==> src/rtl/gs_cfg_pkg.sv <==
// Shared definitions for the NeoGS ACEX1K passive-serial loader: FSM encoding, error codes,
// default ACEX1K timing constants and a counter-width helper.
package gs_cfg_pkg;

    typedef enum logic [3:0] {
        StIdle,
        StNcfg,
        StWaitSt,
        StLoad,
        StCheck,
        StFlush,
        StWaitInit,
        StDone,
        StErr
    } gs_state_e;

    localparam logic [1:0] ERR_NONE         = 2'b00;
    localparam logic [1:0] ERR_NSTATUS      = 2'b01;
    localparam logic [1:0] ERR_NO_CONF_DONE = 2'b10;
    localparam logic [1:0] ERR_TIMEOUT      = 2'b11;

    localparam int unsigned AcexDclkDiv  = 2;
    localparam int unsigned AcexNcfgLow  = 48;
    localparam int unsigned AcexInitClks = 10;
    localparam int unsigned AcexTimeout  = 1 << 20;

    // Bits needed to count 0..n-1, never less than one.
    function automatic int unsigned cnt_width(input int unsigned n);
        return (n <= 1) ? 1 : $clog2(n);
    endfunction

endpackage

==> src/rtl/gs_ps_shifter.sv <==
// LSB-first bit shifter and DCLK generator: DclkDiv cycles low (data changes here), then
// DclkDiv cycles high per bit. Reports empty and the final cycle of the last bit.
module gs_ps_shifter
    import gs_cfg_pkg::*;
#(
    parameter int unsigned DclkDiv = AcexDclkDiv,
    parameter int unsigned BitW    = 4
) (
    input  logic            clk_i,
    input  logic            rst_ni,
    input  logic            clr_i,
    input  logic            load_i,
    input  logic [7:0]      data_i,
    input  logic [BitW-1:0] bits_i,
    output logic            dclk_o,
    output logic            data0_o,
    output logic            empty_o,
    output logic            last_bit_o
);

    localparam int unsigned PhW = cnt_width(DclkDiv);

    logic [7:0]      sreg_q, sreg_d;
    logic [BitW-1:0] bits_q, bits_d;
    logic [PhW-1:0]  phase_q, phase_d;
    logic            dclk_q, dclk_d;
    logic            phase_end;

    assign empty_o    = (bits_q == '0);
    assign phase_end  = (phase_q == PhW'(DclkDiv - 1));
    assign last_bit_o = !empty_o && dclk_q && phase_end && (bits_q == BitW'(1));
    assign dclk_o     = dclk_q;
    assign data0_o    = !empty_o && sreg_q[0];

    always_comb begin
        sreg_d  = sreg_q;
        bits_d  = bits_q;
        phase_d = phase_q;
        dclk_d  = dclk_q;
        if (clr_i) begin
            sreg_d  = '0;
            bits_d  = '0;
            phase_d = '0;
            dclk_d  = 1'b0;
        end else begin
            if (!empty_o) begin
                if (phase_end) begin
                    phase_d = '0;
                    if (!dclk_q) begin
                        dclk_d = 1'b1;
                    end else begin
                        dclk_d = 1'b0;
                        sreg_d = sreg_q >> 1;
                        bits_d = bits_q - BitW'(1);
                    end
                end else begin
                    phase_d = phase_q + PhW'(1);
                end
            end
            // A load lands either on an idle shifter or on the closing cycle of the last bit.
            if (load_i) begin
                sreg_d  = data_i;
                bits_d  = bits_i;
                phase_d = '0;
                dclk_d  = 1'b0;
            end
        end
    end

    always_ff @(posedge clk_i) begin
        if (!rst_ni) begin
            sreg_q  <= '0;
            bits_q  <= '0;
            phase_q <= '0;
            dclk_q  <= 1'b0;
        end else begin
            sreg_q  <= sreg_d;
            bits_q  <= bits_d;
            phase_q <= phase_d;
            dclk_q  <= dclk_d;
        end
    end

endmodule

==> src/rtl/gs_fpga_ps_loader.sv <==
// ACEX1K passive-serial configuration engine: FSM, status synchronisers and optional
// watchdog (enabled by defining GS_LOADER_TIMEOUT_EN).
module gs_fpga_ps_loader
    import gs_cfg_pkg::*;
#(
    parameter int unsigned DCLK_DIV  = AcexDclkDiv,
    parameter int unsigned NCFG_LOW  = AcexNcfgLow,
    parameter int unsigned INIT_CLKS = AcexInitClks
`ifdef GS_LOADER_TIMEOUT_EN
    ,
    parameter int unsigned TIMEOUT   = AcexTimeout
`endif
) (
    input  logic       clkin,
    input  logic       coldres_n,
    input  logic       start,
    input  logic [7:0] byte_data,
    input  logic       byte_valid,
    input  logic       byte_last,
    output logic       byte_ready,
    output logic       config_n,
    input  logic       status_n,
    input  logic       conf_done,
    input  logic       init_done,
    output logic       dclk,
    output logic       data0,
    output logic       busy,
    output logic       done,
    output logic       error,
    output logic [1:0] err_code
);

    localparam int unsigned NcW  = cnt_width(NCFG_LOW);
    localparam int unsigned BitW = cnt_width(((INIT_CLKS > 8) ? INIT_CLKS : 8) + 1);

    gs_state_e       state_q, state_d;
    logic [NcW-1:0]  ncfg_q, ncfg_d;
    logic [1:0]      err_q, err_d;
    logic            last_q, last_d;
    logic [2:0]      sync1_q, sync2_q;
    logic            status_s, conf_s, init_s;
    logic            sh_load, sh_clr, sh_empty, sh_last_bit;
    logic [7:0]      sh_data;
    logic [BitW-1:0] sh_bits;
    logic            wd_hit;

    always_ff @(posedge clkin) begin
        if (!coldres_n) begin
            sync1_q <= '0;
            sync2_q <= '0;
        end else begin
            sync1_q <= {init_done, conf_done, status_n};
            sync2_q <= sync1_q;
        end
    end

    assign status_s = sync2_q[0];
    assign conf_s   = sync2_q[1];
    assign init_s   = sync2_q[2];

`ifdef GS_LOADER_TIMEOUT_EN
    localparam int unsigned WdW = cnt_width(TIMEOUT);

    logic [WdW-1:0] wd_q, wd_d;
    logic           wd_run;

    // Load only counts while starved; an active shifter proves the host is alive.
    assign wd_run = (state_q == StWaitSt) || (state_q == StWaitInit) ||
                    ((state_q == StLoad) && sh_empty);
    assign wd_hit = wd_run && (wd_q == WdW'(TIMEOUT - 1));
    assign wd_d   = (wd_run && !wd_hit) ? wd_q + WdW'(1) : '0;

    always_ff @(posedge clkin) begin
        if (!coldres_n) begin
            wd_q <= '0;
        end else begin
            wd_q <= wd_d;
        end
    end
`else
    assign wd_hit = 1'b0;
`endif

    always_comb begin
        state_d    = state_q;
        ncfg_d     = ncfg_q;
        err_d      = err_q;
        last_d     = last_q;
        sh_load    = 1'b0;
        sh_clr     = 1'b0;
        sh_data    = byte_data;
        sh_bits    = BitW'(8);
        byte_ready = 1'b0;
        case (state_q)
            StIdle, StDone, StErr: begin
                if (start) begin
                    state_d = StNcfg;
                    ncfg_d  = '0;
                    err_d   = ERR_NONE;
                end
            end
            StNcfg: begin
                if (ncfg_q == NcW'(NCFG_LOW - 1)) begin
                    state_d = StWaitSt;
                end else begin
                    ncfg_d = ncfg_q + NcW'(1);
                end
            end
            StWaitSt: begin
                if (status_s) begin
                    state_d = StLoad;
                    last_d  = 1'b0;
                end
            end
            StLoad: begin
                if (!status_s) begin
                    state_d = StErr;
                    err_d   = ERR_NSTATUS;
                    sh_clr  = 1'b1;
                end else begin
                    byte_ready = sh_empty || (sh_last_bit && !last_q);
                    if (byte_valid && byte_ready) begin
                        sh_load = 1'b1;
                        last_d  = byte_last;
                    end else if (sh_last_bit && last_q) begin
                        state_d = StCheck;
                    end
                end
            end
            StCheck: begin
                if (conf_s) begin
                    state_d = StFlush;
                    sh_load = 1'b1;
                    sh_data = 8'h00;
                    sh_bits = BitW'(INIT_CLKS);
                end else begin
                    state_d = StErr;
                    err_d   = ERR_NO_CONF_DONE;
                end
            end
            StFlush: begin
                if (!status_s) begin
                    state_d = StErr;
                    err_d   = ERR_NSTATUS;
                    sh_clr  = 1'b1;
                end else if (sh_last_bit) begin
                    state_d = StWaitInit;
                end
            end
            StWaitInit: begin
                if (init_s) begin
                    state_d = StDone;
                end
            end
            default: state_d = StIdle;
        endcase
        if (wd_hit && (state_d != StErr)) begin
            state_d    = StErr;
            err_d      = ERR_TIMEOUT;
            sh_clr     = 1'b1;
            sh_load    = 1'b0;
            byte_ready = 1'b0;
        end
    end

    always_ff @(posedge clkin) begin
        if (!coldres_n) begin
            state_q <= StIdle;
            ncfg_q  <= '0;
            err_q   <= ERR_NONE;
            last_q  <= 1'b0;
        end else begin
            state_q <= state_d;
            ncfg_q  <= ncfg_d;
            err_q   <= err_d;
            last_q  <= last_d;
        end
    end

    gs_ps_shifter #(
        .DclkDiv(DCLK_DIV),
        .BitW   (BitW)
    ) u_shifter (
        .clk_i     (clkin),
        .rst_ni    (coldres_n),
        .clr_i     (sh_clr),
        .load_i    (sh_load),
        .data_i    (sh_data),
        .bits_i    (sh_bits),
        .dclk_o    (dclk),
        .data0_o   (data0),
        .empty_o   (sh_empty),
        .last_bit_o(sh_last_bit)
    );

    assign config_n = (state_q != StNcfg);
    assign busy     = !((state_q == StIdle) || (state_q == StDone) || (state_q == StErr));
    assign done     = (state_q == StDone);
    assign error    = (state_q == StErr);
    assign err_code = err_q;

endmodule

==> config.mk <==
export PLATFORM = sky130hd
export DESIGN_NAME = gs_fpga_ps_loader
export DESIGN_NICKNAME = d
export VERILOG_FILES = /design/src/rtl/gs_cfg_pkg.sv /design/src/rtl/gs_ps_shifter.sv /design/src/rtl/gs_fpga_ps_loader.sv
export SDC_FILE = /design/constraint.sdc
export NUM_CORES = 1
export LEC_CHECK = 0
export ABC_AREA = 0
export BUFFER_PORTS_ARGS = -buffer_cell sky130_fd_sc_hd__buf_2
export CAP_MARGIN = 20
export CORE_ASPECT_RATIO = 1.2
export CORE_MARGIN = 3
export CORE_UTILIZATION = 56
export CTS_CLUSTER_SIZE = 12
export DETAILED_ROUTE_END_ITERATION = 8
export PLACE_DENSITY_LB_ADDON = 0.05
export SLEW_MARGIN = 15
export SYNTH_ARGS = -nofsm -noshare
export SYNTH_HDL_FRONTEND = slang
export SYNTH_HIERARCHICAL = 1
export SYNTH_SLANG_ARGS = --single-unit
==> constraint.sdc <==
create_clock -name clkin -period 3.33 [get_ports clkin]
set_input_delay 0.4995 -clock clkin [delete_from_list [all_inputs] [get_ports clkin]]
set_output_delay 0.4995 -clock clkin [all_outputs]
set_load 0.01 [all_outputs]
After elaboration in Yosys (flattened, before gate mapping)
Cells that the tools add are included.
- flip-flop bits (word level): 33
- input port bits: 16
- logic and storage cells: 113
- $add $sub $neg: 3
- equal/unequal tests: 24
- multiplexer cells: 44
- bitwise gates (word level): 2
- reduce and logical (&&, ||, !) cells: 30
- operator list (cell ; count):
    $mux 4 ; 14
    $mux 8 ; 6
    $pmux 4 s7 ; 1
    $ne 2x2->1 const B ; 10
    $eq 4x3->1 const B ; 4
    $mux 1 ; 12
    $mux 6 ; 2
    $pmux 6 s2 ; 1
    $mux 2 ; 5
    $ne 3x3->1 const B ; 3
    $eq 4x1->1 const B ; 2
    $eq 4x2->1 const B ; 2
    $logic_not 4->1 ; 2
    $reduce_and 4->1 ; 2
    $reduce_bool 2->1 ; 4
    $logic_and 1x1->1 ; 7
    $reduce_and 7->1 ; 1
    $add 6x1->6 const B ; 1
    $eq 6x6->1 const B ; 1
    $pmux 2 s3 ; 1
    $reduce_and 3->1 ; 2
    $reduce_or 3->1 ; 2
    $eq 4x4->1 const B ; 1
    $ne 4x1->1 const B ; 1
    9 further kinds ; 16

Longest topological paths before layout
Gate-level depths: netlist (run 1).
- word-level depth: 13
- gate-level depth with buffers: 15

Modules after synthesis
Netlist (run 1), hierarchy kept.
- modules (own cells, without submodules) (module ; times used ; cells each ; area an instance (µm²) ; sequential area each (µm²)):
    gs_fpga_ps_loader ; 1 ; 137 ; 1116.1 ; 380.4
    gs_ps_shifter ; 1 ; 84 ; 694.4 ; 280.3

Least setup slack after synthesis (run 1)
No wires, ideal clock.
- kind: flip-flop to flip-flop
- from: register u_shifter.bits_q[0]
- to: register u_shifter.sreg_q[2]
- setup time: 0.092 ns
- data arrival time: 3.065 ns
- required time: 3.238 ns
- path slack: 0.173 ns
- cell stages (with the launch flop): 16
- cells stage by stage: dfxtp_1 inv_1 ha_1 nor3b_2 or2_1 buf_6 nor4b_1 nor2b_1 o211ai_1 nor2_1 nand2_1 nand2_1 clkbuf_1 clkbuf_1 nor3_1 nor4_1
- cells in the longest elaborated chain, start to end: 13
- ends and longest elaborated chain (element ; line ; text):
    start: declaration ; gs_ps_shifter.sv:24 ; logic [BitW-1:0] bits_q, bits_d;
    start signal: assignment ; gs_ps_shifter.sv:78 ; bits_q <= bits_d;
    $logic_not 4->1 (*) ; gs_ps_shifter.sv:29 ; assign empty_o = (bits_q == '0);
    via sh_empty ; gs_fpga_ps_loader.sv:42 ; logic sh_load, sh_clr, sh_empty, sh_last_bit;
    $logic_not 1->1 (*) ; gs_ps_shifter.sv:31 ; assign last_bit_o = !empty_o && dclk_q && phase_end && (bits_q == BitW'(1));
    $logic_and 1x1->1 (*) (3 in a row) ; gs_ps_shifter.sv:31 ;
    via sh_last_bit ; gs_fpga_ps_loader.sv:42 ;
    $logic_and 1x1->1 (*) ; gs_fpga_ps_loader.sv:121 ; byte_ready = sh_empty || (sh_last_bit && !last_q);
    $logic_or 1x1->1 (*) ; gs_fpga_ps_loader.sv:121 ;
    $logic_and 1x1->1 (*) ; gs_fpga_ps_loader.sv:122 ; if (byte_valid && byte_ready) begin
    $mux 1 (*) ; gs_fpga_ps_loader.sv:122 ;
    $mux 1 (*) ; gs_fpga_ps_loader.sv:116 ; if (!status_s) begin
    $pmux 1 s2 (*) ; gs_fpga_ps_loader.sv:94 ; case (state_q)
    via sh_load ; gs_fpga_ps_loader.sv:42 ;
    $ne 2x2->1 (no line) / $reduce_bool 2->1 (equally long branches) ; n/a ;
    $reduce_and 3->1 (no line) ; n/a ;
    end signal: assignment ; gs_ps_shifter.sv:77 ; sreg_q <= sreg_d;
    end: declaration ; gs_ps_shifter.sv:23 ; logic [7:0] sreg_q, sreg_d;
Mark *: on every way through the listed nets, which the timed path passes. The rest lies on a longest branch.
A chain may end at the register's enable or synchronous reset.

Final worst setup path (run 1)
- from: register u_shifter.bits_q[0]
- to: output byte_ready
- cells in the longest elaborated chain, start to end: 9
- ends and longest elaborated chain (element ; line ; text):
    $logic_not 4->1 ; gs_ps_shifter.sv:29 ;
    via sh_empty ; gs_fpga_ps_loader.sv:42 ;
    $logic_not 1->1 ; gs_ps_shifter.sv:31 ;
    $logic_and 1x1->1 (3 in a row) ; gs_ps_shifter.sv:31 ;
    via sh_last_bit ; gs_fpga_ps_loader.sv:42 ;
    $logic_and 1x1->1 ; gs_fpga_ps_loader.sv:121 ;
    $logic_or 1x1->1 ; gs_fpga_ps_loader.sv:121 ;
    $mux 1 ; gs_fpga_ps_loader.sv:116 ;
    $mux 1 ; gs_fpga_ps_loader.sv:94 ;
    end: declaration ; gs_fpga_ps_loader.sv:20 ; output logic byte_ready,
The timed path passes the listed nets, and every way through them passes these cells.

==> results of run 1 <==
cell usage after synthesis, types with 3 or more instances:
master     n  share of area
buf_2      3         0.0083
nor2_1    21          0.044
nand2_1   16          0.033
nor4_1     8          0.028
nand3_1    8          0.022
mux2i_1    4          0.022
a21oi_1   10          0.028
a211oi_1   7          0.029
nand2b_1   4          0.014
nor3_1    20          0.055
clkbuf_1   7          0.015
inv_1      7          0.015
o21ai_0    4          0.011
and2_1    15          0.052
xnor2_1    7          0.034
ha_1       3          0.021
dfxtp_1   33           0.36
nor2b_1    3          0.010
power by group through the flow:
stage	sequential, mW	clock, mW	combinational (mW)
3_3_place_gp	0.498	0	0.312
2_1_floorplan	0.450	0	0.305
5_1_grt	0.498	0.245	0.361
4_1_cts	0.490	0.227	0.322
6_report	0.491	0.216	0.324
3_5_place_dp	0.500	0	0.320
stage by stage:
step           setup WS [ns]  hold WS [ns]  instance area, um^2
6_report               0.242         0.361                 1990
3_3_place_gp           0.546         0.415                 1930
2_1_floorplan          0.173         0.412                 1810
4_1_cts                0.143         0.345                 1990
3_5_place_dp           0.376         0.424                 1930
5_1_grt               0.0283         0.337                 1990
worst max-delay path, cell delays in order (launching register included):
cell	delay (ns)
dfxtp_1	0.39
inv_1	0.06
ha_1	0.21
nor3b_2	0.16
or2_1	0.37
nor4b_2	0.41
nor2b_1	0.23
o211ai_1	0.10
nor2_1	0.16
buf_2	0.16
cell type report:
class / instances / area, um^2 / share of cell area
multi-input combinational: 168 / 1070 / 0.535
inverter: 9 / 33.8 / 0.0170
sequential: 33 / 661 / 0.332
clock inverter: 2 / 10.0 / 0.00503
clock buffer: 6 / 41.3 / 0.0207
tap: 36 / 45.0 / 0.0226
timing repair buffer: 26 / 135 / 0.0678
path summary, 6_finish.rpt:
check	cells after the start	end	slack [ns]	start
hold reg to reg	1	sync2_q[0]	0.44	sync1_q[0]
setup / recovery	9	byte_ready	0.24	u_shifter/bits_q[0]
hold / removal	2	sync1_q[2]	0.36	init_done
setup reg to reg	13	u_shifter/sreg_q[3]	0.42	u_shifter/bits_q[0]
placed cells by master, fill, tap and decap left out, types with 2 or more instances in the layout:
cell type	Yosys	layout
o211ai_1	2	2
nor4_1	8	8
nand2_1	16	16
a211oi_1	7	7
clkbuf_4	0	5
conb_1	2	3
and2b_2	2	2
nor3_1	20	20
clkinv_2	0	2
o21ai_0	4	4
o211a_1	2	2
nor3b_2	2	2
nand2b_1	4	4
a21boi_1	2	2
nor2b_1	3	3
a21oi_1	10	10
ha_1	3	3
a31oi_1	2	2
xnor2_1	7	7
o21ai_2	2	2
inv_1	7	7
or3_1	2	2
dfxtp_1	33	33
nand3_1	8	8
inv_2	2	2
and2_1	15	15
buf_4	1	2
nor2_1	21	21
buf_2	3	24
mux2i_1	4	4
routing by layer:
layer | vias to the layer above | share of wire | global-route usage
met5 | - | 0 | 0
met4 | 0 | 0.019 | 0.0928
met3 | 8 | 0.049 | 0.0566
met2 | 42 | 0.50 | 0.362
met1 | 733 | 0.43 | 0.215
li1 | 821 | - | -
registers in the layout, summed over array words and instances (netlist names):
signal,count
u_shifter/bits_q,4
state_q,4
u_shifter/phase_end,1
u_shifter/dclk_o,1
u_shifter/sreg_q,8
sync1_q,3
ncfg_q,6
last_q,1
err_code,2
sync2_q,3
cell families (layout without fill, tap and decap cells):
| kind of cell | count (synthesis) | count (layout) | synth area share |
|---|---|---|---|
| buffers and inverters | 21 | 43 | 0.0518 |
| XOR/XNOR | 8 | 8 | 0.0387 |
| other | 2 | 3 | 0.00415 |
| flip-flops | 33 | 33 | 0.365 |
| AO/OA/AOI/OAI | 39 | 39 | 0.156 |
| adder cells (fa/ha/maj) | 3 | 3 | 0.0207 |
| AND/OR/NAND/NOR | 111 | 111 | 0.341 |
| multiplexers | 4 | 4 | 0.0221 |
timing repair:
action	4_1_cts	5_1_grt
setup endpoints to repair	0	3
resized for setup	0	1
endpoints found under the hold margin	0	0
==> results by group, run 1 <==
Timing
  • Clock skew: approximately 0.014 ns
  • TNS Setup: 0 ns
  • Worst Tran Pin Value: between 0.5 and 0.6 ns
  • Hold Fails Final Rpt: 0
  • RSZ-0062 raised after global routing: false
  • FMAX: about 0.32 GHz
  • Crit share post-route: 0.927
  • Final setup viols: 0
  • Max-slew violations: 0
  • Relative slew margins: 0.612
  • Crit path time final: between 3 and 4 ns

Yosys
  • Post-Syn Area: roughly 1800 um^2
  • Ys flop type: dfxtp_1
  • Mean Syn Cell Area: 8.19 um^2
  • Cells after synthesis: 221
  • Flops & latches, synth: 33
  • Ys Warns: 6
  • Post-synthesis cell type count: approximately 50
  • Sequential area share after synthesis: 0.365
  • Async set or reset register ratio after synthesis: 0
  • EDFF count, synth: 0

Die
  • Width of the die: 57.9 um
  • Top Ports: 25
  • Die Area: just under 4000 um^2
  • Die Ht: 68.3 um
  • Initial core utilization: 0.587
  • Rows: 22
  • CORE AREA: between 3000 and 4000 um^2

Run
  • Max cap viols: 0

Pwr
  • Reg power frac: 0.476
  • Sw power: 379 uW
  • Total power: 1.03 mW
  • Internal Power: approximately 650 uW
  • Clock share of power: 0.209
  • Worst vdd ir: ~0.5 mV
  • Share of total power in combinational logic: 0.314
  • Pleak: just under 0.8 nW
  • Pwr Density: ~520 nW/um^2
  • Sw Ratio: 0.368

Layout
  • Finished Layout Cells: 280
  • Layout Nets: 262
  • Area grow syn2layout: 10.0%
  • Filler cell count: about 280
  • Layout cell share with drive strength beyond 1: 0.201
  • Final core utilization: 0.646
  • Number of inserted diodes: 0

Detailed routing
  • TritonRoute pass-1 iters: 5
  • DR vias: about 1600
  • DRT iter0 DRCs: between 60 and 70
  • ANT nets after route: 0
  • Via density: approximately 5.7
  • WL/cell: between 10 and 15 um
  • DRT Wirelength: between 3000 and 4000 um
  • # DRC: 0

Clocking
  • Clock sink count: 33
  • Worst-path clk slew: approximately 0.1 ns
  • TritonCTS clock tree: built
  • Cts hold-fix bufs: 0
  • H-tree levels: 2
  • CTS Buffer Depth: 2
  • Worst-Skew Late Latency: between 0.3 and 0.4 ns
  • Root buf cell: clkbuf_4
  • Post-CTS Setup Bufs: 0
  • Cts bufs inserted: 5

Placed design
  • Port Buffers: 24
  • Routability cong.: 0.844
  • Final HPWL from detailed placement: around 2600 um
  • Placed insts: around 270

Setup path
  • Type of origin of the critical path: flop
  • Worst setup path category: reg2out
  • Worst Path Arrival: approximately 2.6 ns
  • Crit path max fanout: 10
  • Critical path required time: roughly 2.8 ns
  • CP Capture Type: output port

Global route
  • Total track usage: 0.200
  • GRT overflow: 0
  • Vias in the first global route: roughly 1400
  • Initial antenna violation count: 0
  • Pin count of the biggest net entering global routing: 20
  • First-pass GRT wire length: roughly 6100 um

Worst hold path
  • Worst Hold Class: in2reg

Run status
  • Outcome: completed
(Power assumes the default switching activity.)
==> run 2, diff against run 1 <==
==> constraint.sdc (replaced) <==
create_clock -name clkin -period 3.33 [get_ports clkin]
set_input_delay 0.4995 -clock clkin [delete_from_list [all_inputs] [get_ports clkin]]
set_output_delay 0.4995 -clock clkin [all_outputs]
set_load 0.1 [all_outputs]
==> results by group, run 2 (synthesis results as in run 1) <==
Run status
  • Outcome: completed

Detailed routing
  • ANT nets after route: 0 (unchanged)
  • # DRC: 0 (unchanged)
  • DR vias: 1627 (+1.4%)
  • Via density: 5.81 (+1.4%)
  • DRT iter0 DRCs: 56 (-16%)
  • WL/cell: 13.7 um (+3.3%)
  • DRT Wirelength: 3850 um (+3.3%)
  • TritonRoute pass-1 iters: 4 (-1)

Worst hold path
  • Worst Hold Class: in2reg

Placed design
  • Placement-stage cell area: 1960 um^2 (+1.4%)
  • Final HPWL from detailed placement: 2740 um (+4.5%)
  • Placed insts: 272 (unchanged)
  • DP Worst Slack: 0.319 ns (-0.0562 ns)
  • Port Buffers: 24 (unchanged)
  • Routability cong.: 0.862 (+2.1%)

Layout
  • Multi-input gate area: 1070 um^2 (+0.70%)
  • Most frequent cells in the layout: dfxtp_1, buf_2, nor3_1, nor2_1, nand2_1
  • Layout cell share with drive strength beyond 1: 0.213 (+0.0123)
  • Biggest regs: u_shifter/sreg_q x8, ncfg_q x6
  • Reg with most FFs: u_shifter/sreg_q
  • Area grow syn2layout: 13.5%
  • Finished Layout Cells: 280 (unchanged)
  • Max reg flops: 8 (unchanged)
  • Fin area: 2050 um^2 (+3.1%)
  • Commonest non-fill, non-tap cell in the layout: dfxtp_1
  • Sequential cell area: 664 um^2 (+0.57%)
  • Number of inserted diodes: 0 (unchanged)
  • Layout Nets: 262 (unchanged)
  • Filler cell count: 284 (+0.35%)

Pwr
  • Sw power: 514 uW (+36%)
  • Worst vdd ir: 0.524 mV (+4.3%)
  • Pwr Density: 615 nW/um^2 (+19%)
  • Share of total power in combinational logic: 0.356 (+0.042)
  • Clock share of power: 0.253 (+0.044)
  • Reg power frac: 0.391 (-0.085)
  • Sw Ratio: 0.407 (+0.0385)
  • Internal Power: 750 uW (+15%)
  • Pleak: 0.796 nW (+2.6%)

Clocking
  • CTS Buffer Depth: 2 (unchanged)
  • Worst-path clk slew: 0.11 ns (about the same)
  • Clock sink count: 33 (unchanged)
  • H-tree levels: 2 (unchanged)
  • Root buf cell: clkbuf_4
  • Cts bufs inserted: 5 (unchanged)
  • Worst-Skew Late Latency: 0.34 ns (about the same)
  • Post-CTS Setup Bufs: 0 (unchanged)
  • TritonCTS clock tree: built
  • Cts hold-fix bufs: 0 (unchanged)

Setup path
  • CP Capture Type: output port
  • CP peak stage delay: 0.41 ns (about the same)
  • R2R Setup Slk: 0.41 ns (about the same)
  • Worst setup path category: reg2out
  • Critical path required time: 2.83 ns (about the same)
  • Worst Path Arrival: 2.64 ns (+0.05 ns)
  • Crit path max fanout: 10 (unchanged)
  • CP max stage cell: nor4b_2
  • Crit-path cells: inv_1 -> ha_1 -> nor3b_2 -> or2_1 -> nor4b_2 -> nor2b_1 -> o211ai_1 -> nor2_4 -> buf_12
  • Type of origin of the critical path: flop

Global route
  • Pin count of the biggest net entering global routing: 20 (unchanged)
  • Vias in the first global route: 1479 (+3.4%)
  • Total track usage: 0.204 (+0.00356)
  • First-pass GRT wire length: 6200 um (+1.7%)
  • GRT overflow: 0 (unchanged)
  • Initial antenna violation count: 0 (unchanged)

Timing
  • Relative slew margins: 0.591 (-0.0214)
  • Crit share post-route: 0.943 (+0.0154)
  • Hold Fails Final Rpt: 0 (unchanged)
  • Final setup viols: 0 (unchanged)
  • Crit path time final: 3.14 ns (+0.0512 ns)
  • Worst Tran Pin Value: 0.613 ns (+0.0313 ns)
  • FMAX: 0.319 GHz (-1.6%)
  • Setup ws final: 0.190 ns (-0.0512 ns)
  • TNS Setup: 0 ns (unchanged)
  • Clock skew: 0.00959 ns (-0.00444 ns)
  • Max-slew violations: 0 (unchanged)
  • RSZ-0062 raised after global routing: false

Die
  • Width of the die: 57.9 um (unchanged)
  • Die Ht: 68.3 um (unchanged)
  • Rows: 22 (unchanged)
  • Die Area: 3950 um^2 (unchanged)
  • CORE AREA: 3080 um^2 (unchanged)
  • Top Ports: 25 (unchanged)
  • Initial core utilization: 0.587 (unchanged)

Run
  • Max cap viols: 0 (unchanged)
## run 2: changes by cell type in the layout (fill, tap and decap cells not counted), sizes merged
| cell | previous run | this run |
|---|---|---|
| bufinv | 0 | 1 |
| clkinv | 2 | 0 |
| inv | 9 | 10 |
## run 2: worst max-delay path: cells and delay by family, from the launching register on
kind / cells / cell delay, ns
and+or+nand+nor: 5 / 1.32
DFF: 1 / 0.40
AOI/OAI and AO/OA: 1 / 0.14
adders and majority gates: 1 / 0.20
buffers and inverters: 2 / 0.24
## run 2: routing by layer
layer  part of all wire  wire length (um)  track usage  vias to the layer above
li1                   -                 -            -                      827
met2               0.54              2070        0.370                       31
met3              0.040               153       0.0566                        6
met1               0.41              1560        0.215                      763
met5                  0                 0            0                        -
met4              0.017                64        0.101                        0
## run 2: area by class of cell
type | count | area share
Clock buffer | 6 | 0.0250
Timing Repair Buffer | 26 | 0.0731
Multi-Input combinational cell | 168 | 0.523
Clock inverter | 2 | 0.0177
Tap cell | 36 | 0.0219
Inverter | 9 | 0.0164
Sequential cell | 33 | 0.323
## run 2: power groups by stage
stage / logic [mW] / clock network, mW / registers, mW
2_1_floorplan: 0.417 / 0 / 0.458
3_3_place_gp: 0.435 / 0 / 0.498
3_5_place_dp: 0.447 / 0 / 0.502
4_1_cts: 0.451 / 0.331 / 0.492
5_1_grt: 0.487 / 0.346 / 0.499
6_report: 0.450 / 0.320 / 0.494
## run 2: timing repair
item                                    CTS  global route
hold endpoints to repair                  0             0
endpoints found under the setup margin    0             4
gates resized for setup                   0             1
## run 2: stage by stage
| step | utilization | hold WS [ns] | power [mW] |
|---|---|---|---|
| 3_3_place_gp | 0.636 | 0.415 | 0.934 |
| 4_1_cts | 0.664 | 0.336 | 1.27 |
| 5_1_grt | 0.666 | 0.340 | 1.33 |
| 2_1_floorplan | - | 0.412 | 0.876 |
| 6_report | 0.666 | 0.354 | 1.26 |
| 3_5_place_dp | 0.636 | 0.424 | 0.949 |
## run 2: path summary, 6_finish.rpt
| path | cells past startpoint | start | endpoint |
|---|---|---|---|
| setup reg to reg | 13 | u_shifter/bits_q[0] | u_shifter/sreg_q[0] |
| hold reg to reg | 1 | sync1_q[0] | sync2_q[0] |
| hold / removal | 2 | status_n | sync1_q[0] |
| setup / recovery | 9 | u_shifter/bits_q[0] | byte_ready |
